==> config.mk <==
export PLATFORM = sky130hd
export DESIGN_NAME = fetch_queue
export DESIGN_NICKNAME = d
export VERILOG_FILES = /design/src/rtl/fetch_pkg.sv /design/src/rtl/fetch_queue.sv
export SDC_FILE = /design/constraint.sdc
export NUM_CORES = 1
export LEC_CHECK = 0
export ABC_AREA = 1
export BUFFER_PORTS_ARGS = -buffer_cell sky130_fd_sc_hd__buf_2
export CAP_MARGIN = 20
export CORE_MARGIN = 10
export CORE_UTILIZATION = 35
export CTS_CLUSTER_DIAMETER = 50
export DETAILED_ROUTE_END_ITERATION = 8
export PLACE_DENSITY_LB_ADDON = 0.15
export SYNTH_ARGS = -nofsm -noshare
export SYNTH_HDL_FRONTEND = slang
export SYNTH_SLANG_ARGS = --single-unit
==> constraint.sdc <==
create_clock -name clock -period 10 [get_ports clock]
set_input_delay 1 -clock clock [delete_from_list [all_inputs] [get_ports clock]]
set_output_delay 1 -clock clock [all_outputs]
set_load 0.02 [all_outputs]
==> src/rtl/fetch_pkg.sv <==
// fetch_pkg -- shared definitions for the fetch queue.
//
// Contents:
//   FQ_DEPTH   default number of queue entries (power of two, 2..16)
//   FQ_XLEN    address / instruction width
//   FQ_DROP_W  width of the counter of responses still owed for flushed
//              requests; sized for up to 255 requests in flight at memory
//   fq_entry_t one queue entry {pc, instr, filled}
//
// Optional feature macro used by fetch_queue: FETCH_QUEUE_PERF_EN.
package fetch_pkg;

  localparam int FQ_DEPTH  = 4;
  localparam int FQ_XLEN   = 32;
  localparam int FQ_DROP_W = 8;

  typedef struct packed {
    logic [FQ_XLEN-1:0] pc;
    logic [FQ_XLEN-1:0] instr;
    logic               filled;
  } fq_entry_t;

endpackage

==> src/rtl/fetch_queue.sv <==
// fetch_queue -- in-order instruction fetch queue between the fetch-stage PC
// and decode.
//
// An entry is allocated (pc recorded, filled=0) when an instruction memory
// request fires, filled in order by the returning responses, and released at
// the head when decode accepts it. A flush (redirect) empties the queue and
// remembers how many responses are still owed for the discarded requests so
// they can be thrown away as they return.
//
// Ports:
//   clock               single clock, all state on posedge
//   reset               asynchronous, active-low
//   io_pc               current fetch PC (used as request address)
//   io_flush            redirect: clears the queue, drops in-flight work
//   io_stall_en         hold the fetch PC (no request fired this cycle)
//   io_imem_req_valid   request valid
//   io_imem_req_ready   memory accepts request
//   io_imem_req_addr    request address (= io_pc)
//   io_imem_resp_valid  in-order response, no backpressure
//   io_imem_resp_data   returned instruction
//   io_out_valid        head entry filled and presented to decode
//   io_out_ready        decode accepts head
//   io_out_pc           head entry PC
//   io_out_instr        head entry instruction
//   io_perf_stall_cnt   saturating count of stall cycles (only with
//                       FETCH_QUEUE_PERF_EN defined)
//
// Configuration macro: FETCH_QUEUE_PERF_EN adds io_perf_stall_cnt.
// XLEN must equal fetch_pkg::FQ_XLEN because entries use fq_entry_t.
module fetch_queue
  import fetch_pkg::*;
#(
  parameter int DEPTH = FQ_DEPTH,
  parameter int XLEN  = FQ_XLEN
) (
  input  logic            clock,
  input  logic            reset,
  input  logic [XLEN-1:0] io_pc,
  input  logic            io_flush,
  output logic            io_stall_en,
  output logic            io_imem_req_valid,
  input  logic            io_imem_req_ready,
  output logic [XLEN-1:0] io_imem_req_addr,
  input  logic            io_imem_resp_valid,
  input  logic [XLEN-1:0] io_imem_resp_data,
  output logic            io_out_valid,
  input  logic            io_out_ready,
  output logic [XLEN-1:0] io_out_pc,
  output logic [XLEN-1:0] io_out_instr
`ifdef FETCH_QUEUE_PERF_EN
  ,
  output logic [31:0]     io_perf_stall_cnt
`endif
);

  localparam int PW = (DEPTH > 1) ? $clog2(DEPTH) : 1;
  localparam int CW = $clog2(DEPTH + 1);

  fq_entry_t entries [DEPTH];

  logic [PW-1:0]        head;
  logic [PW-1:0]        tail;
  logic [PW-1:0]        fill_ptr;
  logic [CW-1:0]        count;
  // requests of the live queue still waiting for their response
  logic [CW-1:0]        outstanding;
  // responses owed for requests discarded by a flush
  logic [FQ_DROP_W-1:0] drop_cnt;

  logic                 req_valid;
  logic                 req_fire;
  logic                 out_valid;
  logic                 out_fire;
  logic                 resp_fill;
  logic                 resp_drop;
  logic [FQ_DROP_W-1:0] owed;
  logic [FQ_DROP_W-1:0] flush_drop;

  // Allocation looks only at the registered count, so a slot freed by a
  // pop in the same cycle is not reused until the next cycle. Gating with
  // reset keeps the request low while reset is held.
  assign req_valid = reset && (count < CW'(DEPTH)) && !io_flush;
  assign req_fire  = req_valid && io_imem_req_ready;
  assign out_valid = (count != '0) && entries[head].filled;
  assign out_fire  = out_valid && io_out_ready;

  // Owed responses are consumed first; anything beyond what is owed or
  // outstanding has no matching request and is ignored.
  assign resp_drop = io_imem_resp_valid && (drop_cnt != '0);
  assign resp_fill = io_imem_resp_valid && (drop_cnt == '0) && (outstanding != '0);

  // Everything awaiting a response at a flush becomes owed; a response
  // arriving in the flush cycle already pays one of them off.
  always_comb begin
    owed       = drop_cnt + FQ_DROP_W'(outstanding) + FQ_DROP_W'(req_fire);
    flush_drop = owed;
    if (io_imem_resp_valid && (owed != '0)) begin
      flush_drop = owed - FQ_DROP_W'(1);
    end
  end

  always_ff @(posedge clock or negedge reset) begin
    if (!reset) begin
      head        <= '0;
      tail        <= '0;
      fill_ptr    <= '0;
      count       <= '0;
      outstanding <= '0;
      drop_cnt    <= '0;
      for (int i = 0; i < DEPTH; i++) begin
        entries[i].filled <= 1'b0;
      end
    end else if (io_flush) begin
      head        <= '0;
      tail        <= '0;
      fill_ptr    <= '0;
      count       <= '0;
      outstanding <= '0;
      drop_cnt    <= flush_drop;
      for (int i = 0; i < DEPTH; i++) begin
        entries[i].filled <= 1'b0;
      end
    end else begin
      // Pop, allocate and fill never touch the same slot in one cycle:
      // allocate needs a non-full queue, pop a filled head, fill an
      // allocated but unfilled slot.
      if (out_fire) begin
        entries[head].filled <= 1'b0;
        head                 <= head + PW'(1);
      end
      if (req_fire) begin
        entries[tail].pc     <= io_pc;
        entries[tail].filled <= 1'b0;
        tail                 <= tail + PW'(1);
      end
      if (resp_fill) begin
        entries[fill_ptr].instr  <= io_imem_resp_data;
        entries[fill_ptr].filled <= 1'b1;
        fill_ptr                 <= fill_ptr + PW'(1);
      end
      if (resp_drop) begin
        drop_cnt <= drop_cnt - FQ_DROP_W'(1);
      end
      count       <= count + CW'(req_fire) - CW'(out_fire);
      outstanding <= outstanding + CW'(req_fire) - CW'(resp_fill);
    end
  end

  assign io_imem_req_valid = req_valid;
  assign io_imem_req_addr  = io_pc;
  assign io_stall_en       = !req_fire;
  assign io_out_valid      = out_valid;
  assign io_out_pc         = entries[head].pc;
  assign io_out_instr      = entries[head].instr;

`ifdef FETCH_QUEUE_PERF_EN
  logic [31:0] perf_stall_cnt;

  always_ff @(posedge clock or negedge reset) begin
    if (!reset) begin
      perf_stall_cnt <= '0;
    end else if (io_stall_en && (perf_stall_cnt != 32'hFFFF_FFFF)) begin
      perf_stall_cnt <= perf_stall_cnt + 32'd1;
    end
  end

  assign io_perf_stall_cnt = perf_stall_cnt;
`endif

endmodule

==> flow_metrics.env <==
export IMPL_clock_sinks=280
export IMPL_worstSkewPairLatency_ns=0.52
export IMPL_crit_buf_inv=3
export IMPL_htreeDepth=2
export IMPL_layout_drive_gt1_share_pct=20.8
export IMPL_reg2reg_from="head[0]"
export IMPL_min_period_over_period_pct=43.7
export IMPL_yosys_register_bits=280
export IMPL_die_y_um=209
export IMPL_numCtsBuffers=39
export IMPL_start_kind="flop"
export IMPL_dp_hpwl_um=19500
export IMPL_syn_avg_cell_area_um2=11.1
export IMPL_end_kind="primary output"
export IMPL_initialDrtViolationCount=524
export IMPL_io_pins=169
export IMPL_timing_fmax_mhz=229
export IMPL_crit_path_top_delay_cell="buf_4"
export IMPL_cp_required_ns=9.00
export IMPL_grtUsageTotal_pct=14.9
export IMPL_synth_distinct_cells=31
export IMPL_num_fill_cells=3424
export IMPL_syn_to_final_growth_pct=18.4
export IMPL_cts_setup_buffers=0
export IMPL_clk_pin_slew_ns=0.05
export IMPL_r2r_slack_ns=6.23
export IMPL_slew_viol_final=0
export IMPL_vias=8616
export IMPL_cp_max_fo=100
export IMPL_viasPerCell=4.93
export IMPL_wl_per_cell_um=19.2
export IMPL_post_route_min_period_ns=4.37
export IMPL_cp_top_family="buffers and inverters"
export IMPL_arrival_ns=3.37
export IMPL_worst_setup_path_type="reg2out"
export IMPL_slew_headroom_pct=26.9
export IMPL_tightestPinTransition_ns=1.10
export IMPL_grt_pass1_wl_um=51600
export IMPL_place_gp_congestion=0.825
export IMPL_fp_dieArea_um2=43600
export IMPL_clockBufferDepth=3
export IMPL_totalWireLength_um=33600
export IMPL_rsz0062_at_grt="no"
export IMPL_worst_path_largest_cell_delay_ns=0.86
export IMPL_core_um2=35400
export IMPL_synth_warnings=0
export IMPL_postCtsHoldBufs=0
export IMPL_clockRootBuffer="clkbuf_16"
export IMPL_max_cap_violations=0
export IMPL_nNetsFinal=1352
export IMPL_antenna_found_initial=1
export IMPL_route_detailed_drc=0
export IMPL_hold_class="in2async"
export IMPL_p_leak_nw=5.63
export IMPL_status="finished, final reports clean"
export IMPL_tns_ns=0
export IMPL_std_cell_rows=69
export IMPL_syn_area_um2=12500
export IMPL_die_w_um=209
export IMPL_io_buffers=168
export IMPL_ant_nets=0
export IMPL_tritoncts="done"
export IMPL_overflow=0
export IMPL_reg2reg_depth=14
export IMPL_dr_pass1_iters=5
export IMPL_start_util_pct=35.2
export IMPL_setup_violations=0
export IMPL_hold_viol=0
export IMPL_first_global_vias=8636
export IMPL_crit_chain="inv_4 -> buf_4 -> o21ai_0 -> o22ai_1 -> buf_2"
export IMPL_fin_skew_ns=0.0176
export IMPL_postSynthCellCount=1126
export IMPL_utilization_pct=41.7
export IMPL_n_antenna_cell=0
export IMPL_peakVddDrop_v=0.000121
export IMPL_syn_nets=1221
export IMPL_crit_path_start="head[0]"
export IMPL_cts_resized=0
export IMPL_power_density_nw_per_um2=197
export IMPL_grt_max_degree=101
export IMPL_rr_endpoint="count[1]"
export IMPL_ys_seq_area_share_pct=66.5
[metrics by stage]
step | hold slack [ns] | cells | instance area [µm²] | total power [mW] | setup WS (ns)
6_report | 0.497 | 1747 | 14800 | 2.90 | 5.63
5_1_grt | 0.544 | 1747 | 14800 | 3.02 | 5.22
4_1_cts | 0.523 | 1747 | 14800 | 2.94 | 5.61
3_5_place_dp | 0.545 | 1677 | 13500 | 1.58 | 5.16
3_3_place_gp | 0.538 | 1677 | 13500 | 1.58 | 5.24
2_1_floorplan | 0.522 | 1126 | 12500 | 1.51 | 5.94
[layout by cell type (no fill, tap or decap), types with 4 or more instances in the layout]
master,synthesis,layout
a21oi_1,17,17
buf_2,2,168
buf_4,32,12
clkbuf_16,0,41
clkinv_1,0,5
clkinv_2,0,8
dfrtp_1,24,22
edfxtp_1,256,256
fa_1,4,4
ha_1,21,21
inv_1,79,77
nand2_1,70,70
nand2_4,5,5
nand3_1,28,28
nand3b_1,4,4
nor2_1,298,290
nor2_4,0,8
o21ai_0,144,144
o22ai_1,64,64
xor2_1,6,6
[routing by layer]
metal | global-route usage, % | share of wire (%) | vias up
met5 | 0 | 0.039 | -
met4 | 3.57 | 1.4 | 2
met3 | 3.27 | 5.6 | 40
met2 | 25.1 | 48 | 204
met1 | 19.2 | 45 | 4247
li1 | - | - | 4123
[sequential cells by signal, indices dropped and copies added, names as in the netlist]
register / flops
count: 3
head: 2
tail: 2
entries: 260
fill_ptr: 2
outstanding: 3
drop_cnt: 8
[cell type report]
| cell class | count | area, µm² | area share [%] |
|---|---|---|---|
| Clock buffer | 44 | 1040 | 7.03 |
| Clock inverter | 26 | 238 | 1.61 |
| Inverter | 81 | 307 | 2.08 |
| Multi-Input combinational cell | 675 | 3380 | 22.9 |
| Sequential cell | 280 | 8290 | 56.2 |
| Tap cell | 461 | 577 | 3.91 |
| Timing Repair Buffer | 180 | 931 | 6.31 |
[how the worst max path moves through the flow]
stage,end,slack (ns),cells after the start
after floorplan,drop_cnt[4],5.94,17
after global placement,drop_cnt[4],5.24,16
after detailed placement,drop_cnt[6],5.16,17
after CTS,io_out_instr[14],5.61,5
after global routing,drop_cnt[4],5.22,19
final,io_out_instr[4],5.63,5
[cell families (layout without fill, tap and decap cells)]
family / after synthesis / count (layout) / share of synthesized area (%)
AND/OR/NAND/NOR: 414 / 414 / 13.4
flip-flops: 280 / 280 / 66.5
AO/OA/AOI/OAI: 229 / 229 / 9.92
buffers and inverters: 171 / 331 / 6.91
adder cells (fa/ha/maj): 25 / 25 / 2.75
XOR/XNOR: 7 / 7 / 0.492
[synthesized netlist by cell type (all sizes together)]
| cell | count | area [µm²] |
|---|---|---|
| o21a | 1 | 7.51 |
| xnor2 | 1 | 8.76 |
| o22ai | 64 | 400 |
| o21ai | 145 | 726 |
| nor3 | 3 | 31.3 |
| o41ai | 1 | 8.76 |
| inv | 81 | 304 |
| nand2 | 77 | 332 |
| ha | 21 | 263 |
| nand3b | 4 | 30.0 |
| o221ai | 1 | 8.76 |
| nand4 | 1 | 6.26 |
| or2 | 2 | 12.5 |
| xor2 | 6 | 52.6 |
| edfxtp | 256 | 7690 |
| fa | 4 | 80.1 |
| a21oi | 17 | 85.1 |
| clkbuf | 43 | 161 |
| nor2 | 299 | 1120 |
| nand3 | 28 | 140 |
| dfrtp | 24 | 601 |
| buf | 47 | 397 |
[power breakdown]
group | switching, mW | total, mW | internal (mW)
clock network | 0.516 | 1.35 | 0.830
logic | 0.159 | 0.239 | 0.0796
registers | 0.0268 | 1.32 | 1.29
Power figures use the tool's default switching activity.
